### src/rtl/icache_direct.sv
// ---------------------------------------------------------------------------
// icache_direct
//
// Direct-mapped, one-word-per-block instruction cache sitting between the
// datapath fetch port and memory control. Hits are answered combinationally
// in the same cycle. Misses issue a single-word read, install the returned
// word and then serve the fetch as a hit. Saturating hit/miss counters are
// kept for performance runs.
//
// Ports:
//   CLK         clock, all state updates on the rising edge
//   RST         synchronous active-high reset
//   imemREN     fetch request from the datapath
//   imemaddr    fetch byte address (bits [1:0] ignored)
//   flush       invalidate every line at the edge
//   ihit        fetch satisfied this cycle
//   imemload    instruction word, valid when ihit=1 (0 otherwise)
//   iREN        read request to memory control (high throughout FETCH)
//   iaddr       word-aligned miss address (0 outside FETCH)
//   iwait       memory control busy; 0 means iload is valid this cycle
//   iload       word returned by memory control
//   hit_count   number of ihit cycles, saturating
//   miss_count  number of misses issued, saturating
//   fsm_state   debug view of the FSM (0 = IDLE, 1 = FETCH)
//
// INDEX_W is expected to lie in 1..8.
// ---------------------------------------------------------------------------
module icache_direct #(
    parameter int INDEX_W = 4
) (
    input  logic        CLK,
    input  logic        RST,
    input  logic        imemREN,
    input  logic [31:0] imemaddr,
    input  logic        flush,
    output logic        ihit,
    output logic [31:0] imemload,
    output logic        iREN,
    output logic [31:0] iaddr,
    input  logic        iwait,
    input  logic [31:0] iload,
    output logic [31:0] hit_count,
    output logic [31:0] miss_count,
    output logic        fsm_state
);

    localparam int SETS  = 1 << INDEX_W;
    localparam int TAG_W = 30 - INDEX_W;

    typedef enum logic {
        IDLE  = 1'b0,
        FETCH = 1'b1
    } state_t;

    state_t              state;
    logic [SETS-1:0]     valid;
    logic [TAG_W-1:0]    tag_mem  [SETS];
    logic [31:0]         data_mem [SETS];
    logic [31:0]         miss_addr;
    logic [31:0]         hit_cnt;
    logic [31:0]         miss_cnt;

    logic [TAG_W-1:0]    req_tag;
    logic [INDEX_W-1:0]  req_idx;
    logic [TAG_W-1:0]    fill_tag;
    logic [INDEX_W-1:0]  fill_idx;
    logic                hit;
    logic                fill_done;
    logic                unused_offset;

    // Byte offset within the word is irrelevant to a word cache.
    assign unused_offset = &{1'b0, imemaddr[1:0]};

    assign req_tag  = imemaddr[31:INDEX_W+2];
    assign req_idx  = imemaddr[INDEX_W+1:2];
    assign fill_tag = miss_addr[31:INDEX_W+2];
    assign fill_idx = miss_addr[INDEX_W+1:2];

    // A hit is only reported in IDLE, so the completion cycle of a fill
    // never doubles as a hit.
    assign hit = imemREN && valid[req_idx] && (tag_mem[req_idx] == req_tag)
                 && (state == IDLE);

    assign ihit     = hit;
    assign imemload = hit ? data_mem[req_idx] : 32'h0;

    // Memory handshake: iREN is held high for every FETCH cycle and the
    // address is held stable; the read is complete in the first cycle
    // where iwait is low, and iload is consumed at that edge. There is no
    // abort path other than reset.
    assign iREN      = (state == FETCH);
    assign iaddr     = (state == FETCH) ? miss_addr : 32'h0;
    assign fsm_state = state;

    assign fill_done = (state == FETCH) && !iwait;

    assign hit_count  = hit_cnt;
    assign miss_count = miss_cnt;

    // Control state: FSM, valid bits, miss address and counters.
    always_ff @(posedge CLK) begin
        if (RST) begin
            state     <= IDLE;
            valid     <= '0;
            miss_addr <= 32'h0;
            hit_cnt   <= 32'h0;
            miss_cnt  <= 32'h0;
        end else begin
            if (hit && (hit_cnt != 32'hFFFF_FFFF)) begin
                hit_cnt <= hit_cnt + 32'd1;
            end

            case (state)
                IDLE: begin
                    if (imemREN && !hit && !flush) begin
                        miss_addr <= {imemaddr[31:2], 2'b00};
                        if (miss_cnt != 32'hFFFF_FFFF) begin
                            miss_cnt <= miss_cnt + 32'd1;
                        end
                        state <= FETCH;
                    end
                end
                FETCH: begin
                    if (!iwait) begin
                        // A flush landing on the completion edge wins:
                        // the returned word is dropped.
                        if (!flush) begin
                            valid[fill_idx] <= 1'b1;
                        end
                        state <= IDLE;
                    end
                end
                default: state <= IDLE;
            endcase

            // Placed last so it overrides any install on the same edge.
            if (flush) begin
                valid <= '0;
            end
        end
    end

    // Tag/data arrays carry no reset; a stale entry is harmless while its
    // valid bit is clear, so they may be written even on a flushed fill.
    always_ff @(posedge CLK) begin
        if (!RST && fill_done) begin
            tag_mem[fill_idx]  <= fill_tag;
            data_mem[fill_idx] <= iload;
        end
    end

endmodule

### config.mk
export PLATFORM = sky130hd
export DESIGN_NAME = icache_direct
export DESIGN_NICKNAME = d
export VERILOG_FILES = /design/src/rtl/icache_direct.sv
export SDC_FILE = /design/constraint.sdc
export NUM_CORES = 1
export LEC_CHECK = 0
export CAP_MARGIN = 10
export CORE_MARGIN = 1
export CORE_UTILIZATION = 65
export DETAILED_ROUTE_END_ITERATION = 7
export HOLD_SLACK_MARGIN = 0.02
export PLACE_DENSITY = 0.85
export SYNTH_ARGS = -nofsm -noshare
export SYNTH_HDL_FRONTEND = slang
export SYNTH_SLANG_ARGS = --single-unit
### constraint.sdc
create_clock -name CLK -period 12.2 [get_ports CLK]
set_clock_uncertainty 0.05 [all_clocks]
set_input_delay 1.83 -clock CLK [delete_from_list [all_inputs] [get_ports CLK]]
set_output_delay 1.83 -clock CLK [all_outputs]
set_load 0.01 [all_outputs]
### After elaboration in Yosys (flattened, before gate mapping)

Memory sizes are Yosys's and may differ from the RTL's.
Index checks and enable logic that the tools add are counted.

| word-level totals | value |
|---|---|
| register bits after elaboration | 111 |
| bits in writable memories | 928 |
| output and inout port bits | 131 |
| word-level logic and storage cells | 46 |
| memories kept | 2 |

| cells by class | value |
|---|---|
| add/subtract/negate cells | 2 |
| magnitude comparators | 3 |
| equal/unequal tests | 3 |
| muxes and demuxes | 11 |
| bitwise gates (word level) | 3 |
| reductions and logical operators | 17 |

Memories:

| memory | words | width | rd ports | clocked after memory_dff | write ports | RTL line | text |
|---|---|---|---|---|---|---|---|
| data_mem | 16 | 32 | 1 | 0 | 1 | 58 | `logic [31:0] data_mem [SETS];` |
| tag_mem | 16 | 26 | 1 | 0 | 1 | 57 | `logic [TAG_W-1:0] tag_mem [SETS];` |

Operator list:

| operator | number |
|---|---|
| $add 32x1->32 const B | 2 |
| $mux 32 | 2 |
| $ne 32x32->1 const B | 2 |
| $eq 26x26->1 | 1 |
| $or 16x16->16 | 1 |
| $lt 4x5->1 const B | 2 |
| $logic_and 1x1->1 | 9 |
| $mux 1 | 6 |
| $bmux 1 s4 | 1 |
| $demux 1 s4 | 1 |
| $ge 4x1->1 const B | 1 |
| $logic_not 1->1 | 4 |
| $reduce_and 2->1 | 2 |
| $reduce_and 3->1 | 1 |
| $not 1->1 | 2 |
| $pmux 1 s2 | 1 |
| $reduce_or 2->1 | 1 |

### Longest topological paths before layout

| depth | value |
|---|---|
| depth in word-level cells | 10 |
| mapped depth | 16 |

### Worst setup path before layout

No wires, ideal clock.

| timing path | value |
|---|---|
| path type | input port to flip-flop |
| start | input port RST |
| end | memory data_mem[3][0], enable pin |
| arrival | 6.320 ns |
| required time | 11.605 ns |
| setup slack | 5.285 ns |
| stages | 4 |
| path through | clkbuf_1 clkbuf_1 nand2b_1 nor3_1 |

| on the way | value |
|---|---|
| longest elaborated chain between the ends | 4 |

RTL lines:

| element | RTL line | text |
|---|---|---|
| from (decl) | 32 | `input logic RST,` |
| $logic_not 1->1 | 146 | `if (!RST && fill_done) begin` |
| $logic_and 1x1->1 | 146 |  |
| $mux 1 | 146 |  |
| $mux 1 (implied by the code) | 148 | `data_mem[fill_idx] <= iload;` |
| to (decl) | 58 |  |

Every way passes these cells.

### Worst setup path in the final report

| timing path | value |
|---|---|
| start | input port imemaddr[5] |
| end | output port imemload[2] |

| on the way | value |
|---|---|
| longest elaborated chain between the ends | 6 |

RTL lines:

| element | RTL line | text |
|---|---|---|
| from (decl) | 34 | `input logic [31:0] imemaddr,` |
| branches (longest 5 deep; another with $mem_v2 16x26) | n/a |  |
| $mux 32 * | 85 | `assign imemload = hit ? data_mem[req_idx] : 32'h0;` |
| to (decl) | 37 | `output logic [31:0] imemload,` |

Mark *: on every way between the ends. The select of a mux whose other input is x is not followed.

==> flow_summary_export.csv <==
group,metric,value,unit
outcome,status,"finished, final reports clean",
critical_path,required,10320,ps
logic_synthesis,synth_ff_type,"edfxtp_1",
critical_path,start_kind,"input pin",
sta,maxSlewViolCount,0,
sta,worst_slew_pin_slew,1205,ps
place,port_buffers,195,
finish,drive_gt1_share,18.62,%
hold_path,min_path_type,"reg2reg",
floorplan,fp.dieH,254.9,um
clocking,postCtsSetupBuffers,0,
logic_synthesis,syn_area_per_cell,18.51,um2
clocking,tritoncts,"yes",
finish,area_growth,14.55,%
clocking,h-tree-depth,3,
finish,seqCellArea,30090,um2
routing,drtPass1Iterations,6,
floorplan,coreArea,63200,um2
critical_path,critPathMostFrequentCell,"buf_4",
floorplan,dieArea,64990,um2
logic_synthesis,yosysSeqAreaShare,72.36,%
sta,fin_hold_ws,419.7,ps
clocking,clkTransAtPathRegs,60,ps
place,gp_congestion,0.8874,
sta,setup_viol_count_final,0,
critical_path,crit_arrival,7310,ps
global_routing,grt_remaining_overflow,0,
floorplan,std_cell_rows,92,
finish,nNetsFinal,2521,
clocking,cts.sinks,1039,
critical_path,path_max_fanout,49,
logic_synthesis,netlist_instances,2246,
job,cap_violations,0,
global_routing,grtUsageTotal,32.78,%
floorplan,fp.dieW,254.9,um
clocking,clockRootBuffer,"clkbuf_16",
logic_synthesis,synth_edf_count,928,
floorplan,boundaryPins,200,
logic_synthesis,async_flop_share,0,%
routing,vias,23370,
finish,mostFrequentLayoutCell,"edfxtp_1",
power_and_ir_drop,irDropWorstVdd,165.3,uV
finish,multiInputGateArea,10960,um2
finish,layout_common_cells,"edfxtp_1, mux4_2, clkdlybuf4s50_1",
critical_path,max_stage_delay,810,ps
critical_path,path_cells,"buf_4 > buf_4 > buf_4 > mux4_2 > mux4_2 > xnor2_1 > nand4b_1 > nor4_4 > nand3_2 > buf_4 > nor2b_1 > clkdlybuf4s50_1",
clocking,holdBufCountCts,0,
sta,period_share,75.36,%
floorplan,initial_core_util,65.80,%
sta,rsz0062_at_grt,"false",
critical_path,worst_setup_path_end_kind,"output port",
logic_synthesis,yosys_warnings,0,
clocking,post_cts_resized,0,
power_and_ir_drop,power_density,154.0,nW/um2
logic_synthesis,synth.distinct_cells,62,
place,dp_hpwl,53170,um
routing,ant_nets,0,
global_routing,grt_max_degree,105,
clocking,cts.path.max_buffers,3,
critical_path,crit_type,"in2out",
routing,route.detailed.drc,0,
sta,timing.slew.headroom,19.49,%
critical_path,crit_path_top_delay_cell,"buf_4",
clocking,cts_made_buffers,97,
finish,fillerInstances,3328,
sta,finalCriticalPeriod,9194,ps
clocking,insertion_delay,660,ps
power_and_ir_drop,p_leak,14.99,nW
global_routing,antenna_found_initial,3,
sta,hold_viol,0,
routing,wl,104600,um
sta,max_freq,108.8,MHz
logic_synthesis,synth_area,41580,um2
global_routing,grt_pass1_vias,23470,
routing,drt_iter0_markers,3071,
global_routing,grt_pass1_wl,151700,um
logic_synthesis,synth_seq_cells,1039,
routing,wire_per_inst,30.95,um
sta,tns,0,ps
routing,via_per_inst,6.916,
## metal layers
metal | wire, um | track usage (%) | part of all wire [%] | vias to the layer above
met1 | 36460 | 43.20 | 35 | 11930
met5 | 31 | 0 | 0.030 | -
li1 | - | - | - | 9439
met3 | 10560 | 5.502 | 10 | 306
met4 | 3953 | 12.83 | 3.8 | 4
met2 | 53580 | 55.26 | 51 | 1690
## cell usage after synthesis, types with 2 or more instances
| master | instances | share of area (%) |
|---|---|---|
| a211o_1 | 3 | 0.063 |
| a21oi_1 | 51 | 0.61 |
| a221oi_1 | 10 | 0.21 |
| a22o_1 | 9 | 0.19 |
| a22oi_1 | 27 | 0.49 |
| a31o_2 | 2 | 0.042 |
| a31oi_1 | 3 | 0.045 |
| a41o_1 | 2 | 0.048 |
| and2_1 | 37 | 0.56 |
| and3_1 | 19 | 0.29 |
| and4_1 | 8 | 0.17 |
| and4b_1 | 3 | 0.072 |
| buf_1 | 9 | 0.081 |
| buf_2 | 22 | 0.26 |
| buf_4 | 18 | 0.32 |
| buf_6 | 8 | 0.22 |
| clkbuf_1 | 66 | 0.60 |
| dfxtp_1 | 111 | 5.3 |
| edfxtp_1 | 928 | 67 |
| ha_1 | 2 | 0.060 |
| inv_1 | 14 | 0.13 |
| mux2_2 | 38 | 1.0 |
| mux2i_1 | 136 | 3.3 |
| mux4_2 | 230 | 12 |
| nand2_1 | 50 | 0.45 |
| nand2b_1 | 11 | 0.17 |
| nand3_1 | 31 | 0.37 |
| nand3b_1 | 2 | 0.036 |
| nand4_1 | 25 | 0.38 |
| nand4b_1 | 2 | 0.042 |
| nor2_1 | 140 | 1.3 |
| nor2b_1 | 74 | 1.1 |
| nor3_1 | 25 | 0.30 |
| nor3b_1 | 5 | 0.090 |
| nor4_1 | 11 | 0.17 |
| nor4_4 | 2 | 0.10 |
| nor4b_1 | 2 | 0.042 |
| o211ai_1 | 2 | 0.036 |
| o21ai_0 | 28 | 0.34 |
| o31ai_1 | 6 | 0.11 |
| or2_2 | 4 | 0.060 |
| or3_1 | 23 | 0.35 |
| or4_1 | 6 | 0.11 |
| xnor2_1 | 18 | 0.38 |
| xor2_1 | 6 | 0.13 |
## layout make-up
type / instances / share of cell area, %
flip-flops and latches: 1039 / 63.17
clock buffers: 132 / 5.611
clock inverters: 47 / 1.208
repair buffers: 227 / 4.644
inverters: 15 / 0.1182
well taps: 846 / 2.222
diodes: 3 / 0.01576
multi-input cells: 1070 / 23.01
## cell families (layout without fill, tap and decap cells)
| logic type | Yosys count | after routing | share of synthesized area, % |
|---|---|---|---|
| adder cells (fa/ha/maj) | 2 | 2 | 0.06017 |
| AND/OR/NAND/NOR | 486 | 486 | 6.307 |
| buffers and inverters | 138 | 421 | 1.619 |
| XOR/XNOR | 24 | 24 | 0.5055 |
| AO/OA/AOI/OAI | 152 | 152 | 2.383 |
| multiplexers | 404 | 404 | 16.76 |
| flip-flops | 1039 | 1039 | 72.36 |
| other | 1 | 5 | 0.009018 |
## sequential cells by signal, indices dropped and copies added (netlist names)
register    cells
data_mem      512
fsm_state       1
hit_count      32
miss_addr      30
miss_count     32
tag_mem       416
valid          16
## where the power goes
part	total [W]	internal (W)	switching [W]
Combinational	0.000334	0.000143	0.000191
Sequential	0.00390	0.00388	0.0000238
Clock	0.00310	0.00179	0.00131
## worst paths after layout
kind,from,to,slack [ps],depth (start not counted)
min,valid[10],valid[10],420,2
max,imemaddr[5],imemload[2],3010,12
min reg2reg,valid[10],valid[10],420,2
max reg2reg,tag_mem[2][12],hit_count[23],7440,8
## critical path, delay by kind of cell
kind | cells | cell delay, ps
AND/OR/NAND/NOR | 4 | 1250
XOR/XNOR | 1 | 490
multiplexers | 2 | 930
buffers and inverters | 5 | 2650
## through the flow
stage          instance area (um2)  total power, W  setup slack [ps]  cells  util, %
6_report                     47630        0.007334              3006   3379    75.38
5_1_grt                      47630        0.007504              3034   3377    75.37
4_1_cts                      47630        0.007349              3109   3376    75.36
3_5_place_dp                 44380        0.004301              3184   3197    70.22
3_3_place_gp                 44380        0.004286              3329   3197    70.22
2_1_floorplan                41590        0.004179              5285   2247        -
Power figures use the tool's default switching activity.
